[config.mk]
export PLATFORM = sky130hd
export DESIGN_NAME = pose_scorer_multi
export DESIGN_NICKNAME = d
export VERILOG_FILES = /design/src/rtl/pose_scorer_pkg.sv /design/src/rtl/scorer_grade_cmp.sv /design/src/rtl/pose_scorer_multi.sv
export SDC_FILE = /design/constraint.sdc
export NUM_CORES = 1
export LEC_CHECK = 0
export ABC_CLOCK_PERIOD_IN_PS = 8500
export BUFFER_PORTS_ARGS = -buffer_cell sky130_fd_sc_hd__buf_2
export CAP_MARGIN = 0
export CORE_MARGIN = 5
export CORE_UTILIZATION = 47
export DETAILED_ROUTE_END_ITERATION = 8
export PLACE_DENSITY = 0.66
export SETUP_SLACK_MARGIN = 0.2
export SYNTH_ARGS = -nofsm -noshare
export SYNTH_HDL_FRONTEND = slang
export SYNTH_SLANG_ARGS = --single-unit
[constraint.sdc]
create_clock -name clk_in -period 8.5 [get_ports clk_in]
set_clock_uncertainty 0.05 [all_clocks]
set_input_delay 2.125 -clock clk_in [delete_from_list [all_inputs] [get_ports clk_in]]
set_output_delay 2.125 -clock clk_in [all_outputs]
set_load 0.02 [all_outputs]
[src/rtl/pose_scorer_pkg.sv]
// pose_scorer_pkg: FSM state type, width helpers and channel unpack shared by the pose scorer
package pose_scorer_pkg;

    typedef enum logic [1:0] {ACCUM, GRADE, SELECT} state_e;

    localparam int PACK_W = 1024;

    function automatic int cw_f(input int hres, input int vres);
        return $clog2(hres * vres + 1);
    endfunction

    function automatic int sw_f(input int hres, input int vres, input int pix_w);
        return cw_f(hres, vres) + pix_w;
    endfunction

    function automatic int grade_w_f(input int num_grades);
        return $clog2(num_grades);
    endfunction

    // Extracts channel c (w bits wide) from a packed vector with channel 0 in the LSBs
    function automatic logic [31:0] ch_dist(input logic [PACK_W-1:0] v, input int c, input int w);
        return 32'((v >> (c * w)) & ((PACK_W'(1) << w) - PACK_W'(1)));
    endfunction

endpackage

[src/rtl/scorer_grade_cmp.sv]
// scorer_grade_cmp: per-channel distance accumulator and threshold-sweep grader (clamp under SCORER_CLAMP_EN)
module scorer_grade_cmp import pose_scorer_pkg::*; #(
    parameter int PIX_W      = 5,
    parameter int CW         = 16,
    parameter int SW         = 21,
    parameter int GW         = 3,
    parameter int NUM_GRADES = 8,
    parameter int DMAX       = 31
) (
    input  logic             clk_in,
    input  logic             rst_in,
    input  logic             acc_i,
    input  logic             first_i,
    input  logic             skel_i,
    input  logic             start_i,
    input  logic             grade_i,
    input  logic             clr_i,
    input  logic [GW-1:0]    k_i,
    input  logic [CW-1:0]    count_i,
    input  logic [PIX_W-1:0] dist_i,
    output logic [GW-1:0]    g_o
);

    localparam int CMP_W = SW + GW + 1;

    logic [SW-1:0]    sum_q, sum_d;
    logic [GW-1:0]    g_q, g_d;
    logic [PIX_W-1:0] dist_e;
    logic             hit;

    // Accumulate skeleton distances and count threshold crossings; an empty frame passes every k since 0 >= 0
    always_comb begin
`ifdef SCORER_CLAMP_EN
        dist_e = dist_i > PIX_W'(DMAX) ? PIX_W'(DMAX) : dist_i;
`else
        dist_e = dist_i;
`endif
        hit = CMP_W'(sum_q) * CMP_W'(NUM_GRADES) >= CMP_W'(k_i) * CMP_W'(count_i) * CMP_W'(DMAX);
        sum_d = clr_i ? '0 : acc_i ? (first_i ? '0 : sum_q) + (skel_i ? SW'(dist_e) : '0) : sum_q;
        g_d = start_i ? '0 : grade_i ? g_q + GW'(hit) : g_q;
    end

    // Channel state registers
    always_ff @(posedge clk_in) begin
        if (rst_in) begin
            sum_q <= '0;
            g_q   <= '0;
        end else begin
            sum_q <= sum_d;
            g_q   <= g_d;
        end
    end

    assign g_o = g_q;

endmodule

[src/rtl/pose_scorer_multi.sv]
// pose_scorer_multi: grades a skeleton stream against NUM_CH reference poses; SCORER_CLAMP_EN clamps distances to DIST_CLAMP
module pose_scorer_multi import pose_scorer_pkg::*; #(
    parameter  int NUM_CH     = 4,
    parameter  int PIX_W      = 5,
    parameter  int HRES       = 320,
    parameter  int VRES       = 180,
    parameter  int NUM_GRADES = 8,
    parameter  int DIST_CLAMP = 15,
    localparam int CW         = cw_f(HRES, VRES),
    localparam int SW         = sw_f(HRES, VRES, PIX_W),
    localparam int GW         = grade_w_f(NUM_GRADES),
    localparam int BW         = $clog2(NUM_CH)
) (
    input  logic                    clk_in,
    input  logic                    rst_in,
    input  logic                    valid_in,
    input  logic                    first_pixel,
    input  logic                    last_pixel,
    input  logic                    skeleton_bit,
    input  logic [NUM_CH*PIX_W-1:0] pixel_distance,
    output logic                    busy,
    output logic                    valid_out,
    output logic [NUM_CH*GW-1:0]    grade,
    output logic [BW-1:0]           best_ch,
    output logic [GW-1:0]           best_grade,
    output logic                    no_skel,
    output logic                    drop_err
);

`ifdef SCORER_CLAMP_EN
    localparam int DMAX = DIST_CLAMP;
`else
    localparam int DMAX = (1 << PIX_W) - 1;
`endif

    if (DIST_CLAMP < 1 || DIST_CLAMP > (1 << PIX_W) - 1) begin : g_bad_clamp
        $error("DIST_CLAMP must lie in 1..2**PIX_W-1");
    end

    state_e               state_q, state_d;
    logic [GW-1:0]        k_q, k_d;
    logic [CW-1:0]        cnt_q, cnt_d;
    logic                 acc, start, grade_en, clr;
    logic [GW-1:0]        g_w [NUM_CH];
    logic [NUM_CH*GW-1:0] g_pk;
    logic [BW-1:0]        bc;
    logic [GW-1:0]        bg;
    logic [NUM_CH*GW-1:0] res_grade_q, grade_q;
    logic [BW-1:0]        res_best_ch_q, best_ch_q;
    logic [GW-1:0]        res_best_grade_q, best_grade_q;
    logic                 res_no_skel_q, no_skel_q, pend_q, valid_q, drop_q;

    for (genvar c = 0; c < NUM_CH; c++) begin : g_ch
        scorer_grade_cmp #(
            .PIX_W(PIX_W), .CW(CW), .SW(SW), .GW(GW), .NUM_GRADES(NUM_GRADES), .DMAX(DMAX)
        ) u_cmp (
            .clk_in  (clk_in),
            .rst_in  (rst_in),
            .acc_i   (acc),
            .first_i (first_pixel),
            .skel_i  (skeleton_bit),
            .start_i (start),
            .grade_i (grade_en),
            .clr_i   (clr),
            .k_i     (k_q),
            .count_i (cnt_q),
            .dist_i  (PIX_W'(ch_dist(PACK_W'(pixel_distance), c, PIX_W))),
            .g_o     (g_w[c])
        );
        assign g_pk[c*GW +: GW] = g_w[c];
    end

    // FSM state, threshold index and skeleton pixel count
    always_ff @(posedge clk_in) begin
        if (rst_in) begin
            state_q <= ACCUM;
            k_q     <= '0;
            cnt_q   <= '0;
        end else begin
            state_q <= state_d;
            k_q     <= k_d;
            cnt_q   <= cnt_d;
        end
    end

    // Next state: a last beat starts the k sweep, the final k hands over to a one-cycle select
    always_comb begin
        state_d = state_q == ACCUM ? (start ? GRADE : ACCUM)
                : state_q == GRADE ? (k_q == GW'(NUM_GRADES - 1) ? SELECT : GRADE)
                : ACCUM;
        k_d     = start ? GW'(1) : state_q == GRADE ? k_q + GW'(1) : k_q;
        cnt_d   = clr ? '0 : acc ? (first_pixel ? '0 : cnt_q) + CW'(skeleton_bit) : cnt_q;
    end

    // FSM outputs: beats are accepted only in ACCUM
    always_comb begin
        busy     = state_q != ACCUM;
        acc      = valid_in && !busy;
        start    = acc && last_pixel;
        grade_en = state_q == GRADE;
        clr      = state_q == SELECT;
    end

    // Lowest grade wins; strict compare keeps the lowest index on ties
    always_comb begin
        bc = '0;
        bg = g_w[0];
        for (int i = 1; i < NUM_CH; i++) begin
            if (g_w[i] < bg) begin
                bc = BW'(i);
                bg = g_w[i];
            end
        end
    end

    // Capture the result in SELECT, then publish it with the valid pulse one cycle later
    always_ff @(posedge clk_in) begin
        if (rst_in) begin
            res_grade_q      <= '0;
            res_best_ch_q    <= '0;
            res_best_grade_q <= '0;
            res_no_skel_q    <= 1'b0;
            pend_q           <= 1'b0;
            grade_q          <= '0;
            best_ch_q        <= '0;
            best_grade_q     <= '0;
            no_skel_q        <= 1'b0;
            valid_q          <= 1'b0;
            drop_q           <= 1'b0;
        end else begin
            if (clr) begin
                res_grade_q      <= g_pk;
                res_best_ch_q    <= bc;
                res_best_grade_q <= bg;
                res_no_skel_q    <= cnt_q == '0;
            end
            if (pend_q) begin
                grade_q      <= res_grade_q;
                best_ch_q    <= res_best_ch_q;
                best_grade_q <= res_best_grade_q;
                no_skel_q    <= res_no_skel_q;
            end
            pend_q  <= clr;
            valid_q <= pend_q;
            drop_q  <= drop_q | (valid_in & busy);
        end
    end

    assign valid_out  = valid_q;
    assign grade      = grade_q;
    assign best_ch    = best_ch_q;
    assign best_grade = best_grade_q;
    assign no_skel    = no_skel_q;
    assign drop_err   = drop_q;

endmodule

==> summary.md <==
| Metric | Value |
|---|---|
| Clock tree from TritonCTS | `yes` |
| Number of optimization iterations in the first detailed-route pass | `5` |
| CP Max Fanout | `7` |
| Number of max-capacitance violations reported | `0` |
| Top flip-flop cell by instance count after synthesis | `sky130_fd_sc_hd__dfxtp_1` |
| Worst vdd rail ir drop | `0.126 mV` |
| Total negative setup slack | `0 ns` |
| Width of the chip | `179 um` |
| Cell taking the most area after synthesis | `sky130_fd_sc_hd__dfxtp_1` |
| Via count of the first global-routing pass | `11000` |
| Main area contributors after synthesis | `sky130_fd_sc_hd__dfxtp_1 (23%), sky130_fd_sc_hd__ha_1 (17%), sky130_fd_sc_hd__fa_1 (8.6%)` |
| Share of final-layout standard cells stronger than drive strength 1 | `16.0%` |
| Starting DRC count in detailed routing | `745` |
| GRT Resource Usage Total | `20.7%` |
| WP data arrival | `8.37 ns` |
| Slowest cell delay on critical path | `0.51 ns` |
| Critical Path Start Type | `flip-flop` |
| Number of instances in the synthesized netlist | `1651` |
| DRC | `0` |
| Most common library cell in the layout ignoring fill and taps | `sky130_fd_sc_hd__nand2_1` |
| CTS Hold Buffers Added | `0` |
| Actual transition at the worst max-transition pin | `1.10 ns` |
| Insertion delay of the later-clocked pin in the worst-skew pair | `0.44 ns` |
| Post-layout instance area | `15700 sq um` |
| Number of buffers created by CTS | `17` |
| Number of hold violations in the final report | `0` |
| Area of the die | `32100 sq um` |
| FMAX | `123 MHz` |
| Area share of the largest cell type after synthesis | `23.2%` |
| Sinks on Clock Net | `156` |
| Mean number of vias per cell | `5.58` |
| Htree depth | `4` |
| Number of placement rows | `62` |
| Number of synthesized flops with an enable pin | `0` |
| Die Span Y | `179 um` |
| Antenna fix cells | `0` |
| Synth async-reset ratio | `0%` |
| Critical Path Most Common Cell | `sky130_fd_sc_hd__fa_1` |
| Post-Syn Nets | `1914` |
| Synthesis Warnings | `0` |
| Cell with the biggest individual delay on the critical path | `sky130_fd_sc_hd__fa_1` |
| Synth unique cells | `72` |
| Synth-to-layout area growth | `16.8%` |
| Instance area after placement | `14200 sq um` |
| Core area | `28500 sq um` |
| Number of max-slew violations in the final report | `0` |
| FF+latch area | `3150 sq um` |
| Post-route clock period utilization | `95.4%` |
| Clock-pin slew on the worst setup and hold paths | `0.08 ns` |
| Path class of the lowest-slack min-delay path | `flip-flop to flip-flop` |
| Effective utilization at floorplan | `47.3%` |
| Final worst path period need | `8.11 ns` |
| Result of the run | `completed` |
| Total of endpoints with negative setup slack in the final report | `0` |
| Routed length per placed instance | `16.0 um` |
| Leading cell types in the layout, fill and taps excluded | `sky130_fd_sc_hd__nand2_1 (202), sky130_fd_sc_hd__ha_1 (152), sky130_fd_sc_hd__dfxtp_1 (146), sky130_fd_sc_hd__nor2_1 (136), sky130_fd_sc_hd__a21oi_1 (131)` |
| Startpoint-to-endpoint class of the critical path | `flip-flop to flip-flop` |
| Setup repair after global routing missed its margin | `yes` |
| Cell Area, Synth | `13500 sq um` |
| Multi-input gate area in the final layout | `10300 sq um` |
| Final wirelength | `33800 um` |
| Total grt overflow | `0` |
| Net count reported at finish | `1986` |
| Initial antenna violation count | `0` |
| Areal power density over the cells | `110 nW/um^2` |
| Global placer's final weighted congestion | `0.904` |
| Critical path required time | `8.76 ns` |
| Inst Count DP | `2060` |
| Vias | `11800` |
| Maximum number of pins on one net before global-route repair | `94` |
| Leak Pwr | `0.00697 uW` |
| Antenna violation net count after detailed routing | `0` |
| Post-synthesis sequential area ratio | `23.2%` |
| Worst rel slew slack | `26.3%` |
| Total power draw | `1720 uW` |
| Root Driver | `sky130_fd_sc_hd__clkbuf_16` |
| Mean post-synth cell area | `8.15 sq um` |
| Number of ports placed on the die boundary | `47` |
| Synthesized flop and latch total | `156` |
| Detailed placement HPWL | `24800 um` |
| Clock tree buffer depth | `2` |
| Capturing element type of the critical path | `flip-flop` |
| Post-layout instance count excluding filler cells | `2120` |
| Buffers on Ports | `46` |
| Wire length of the first global-routing pass | `54300 um` |
| Fillcell total | `2595` |
power breakdown:
group,internal [uW],switching (uW)
sequential,739,10.8
combinational,71.4,111
clock,403,388
total,1210,510
registers in the layout, indices dropped and copies added, names as in the netlist:
register / count
best_grade: 3
drop_err: 1
state_q: 2
res_best_ch_q: 2
k_q: 3
res_best_grade_q: 3
valid_out: 1
cnt_q: 16
grade: 12
res_grade_q: 12
no_skel: 1
res_no_skel_q: 1
g_ch.u_cmp.g_o: 12
pend_q: 1
best_ch: 2
g_ch.u_cmp.sum_q: 84
metal layers:
metal | up-vias | share of wire, % | GRT usage (%)
li1 | 5880 | - | -
met1 | 5635 | 45 | 27.5
met2 | 268 | 49 | 36.2
met3 | 38 | 3.9 | 2.21
met4 | 0 | 1.6 | 4.76
met5 | - | 0 | 0
path summary, 6_finish.rpt:
path	start	end	slack (ns)	cells past startpoint
max reg2reg	k_q[0]	g_ch[1].u_cmp.g_o[2]	0.39	36
min reg2reg	res_grade_q[10]	res_grade_q[10]	0.41	2
min	res_grade_q[10]	res_grade_q[10]	0.41	2
max	k_q[0]	g_ch[1].u_cmp.g_o[2]	0.39	36
kinds of logic (layout without fill, tap and decap cells):
kind of cell               after synthesis  count (layout)  share of synthesized area (%)
AOI/OAI and AO/OA                      374             374                           17.6
xor gates and xnor gates                89              89                           5.85
adders and majority gates              242             242                           25.6
buffers and inverters                  187             272                           5.21
DFF                                    156             156                           23.2
muxes                                   25              25                           1.91
and+or+nand+nor                        578             578                           20.6
cell usage after synthesis, drive strengths merged, types with 20 or more instances:
master / n
inv: 129
xor2: 36
nand4: 21
nand2: 209
clkbuf: 58
dfxtp: 156
nor2b: 33
nand3: 45
ha: 179
nor2: 137
a21oi: 141
xnor2: 53
a21o: 32
o21ai: 79
fa: 58
a211oi: 21
and2: 30
mux2i: 20
area by class of cell:
| class | count | share of cell area (%) |
|---|---|---|
| clock inverter | 15 | 1.20 |
| multi-input combinational | 1308 | 65.2 |
| clock buffer | 17 | 2.71 |
| timing repair buffer | 111 | 4.67 |
| sequential | 156 | 20.0 |
| tap | 384 | 3.06 |
| inverter | 129 | 3.10 |
per-stage QoR:
step / hold WS (ns) / utilization (%) / setup WS, ns
final: 0.414 / 55.2 / 0.392
after global routing: 0.452 / 55.2 / 0.0652
after CTS: 0.413 / 52.5 / 0.201
after detailed placement: 0.402 / 50.0 / -0.0321
after global placement: 0.388 / 50.0 / 0.149
after floorplan: 0.372 / - / 0.206
worst max-delay path, delay by kind of cell (launching register included):
family          cells  cell delay [ns]
flops               1             0.37
simple gates        8             1.56
buf+inv             4             0.25
compound gates     10             1.92
fa+ha+maj          10             2.99
xor+xnor            4             0.85
timing repair:
item	in CTS	in global routing
buffers inserted	1	27
hold endpoints to repair	0	0
endpoints found under the setup margin	12	12
pin swaps	1	66
resized for setup	18	114
cloned	0	0
Power figures use the tool's default switching activity.
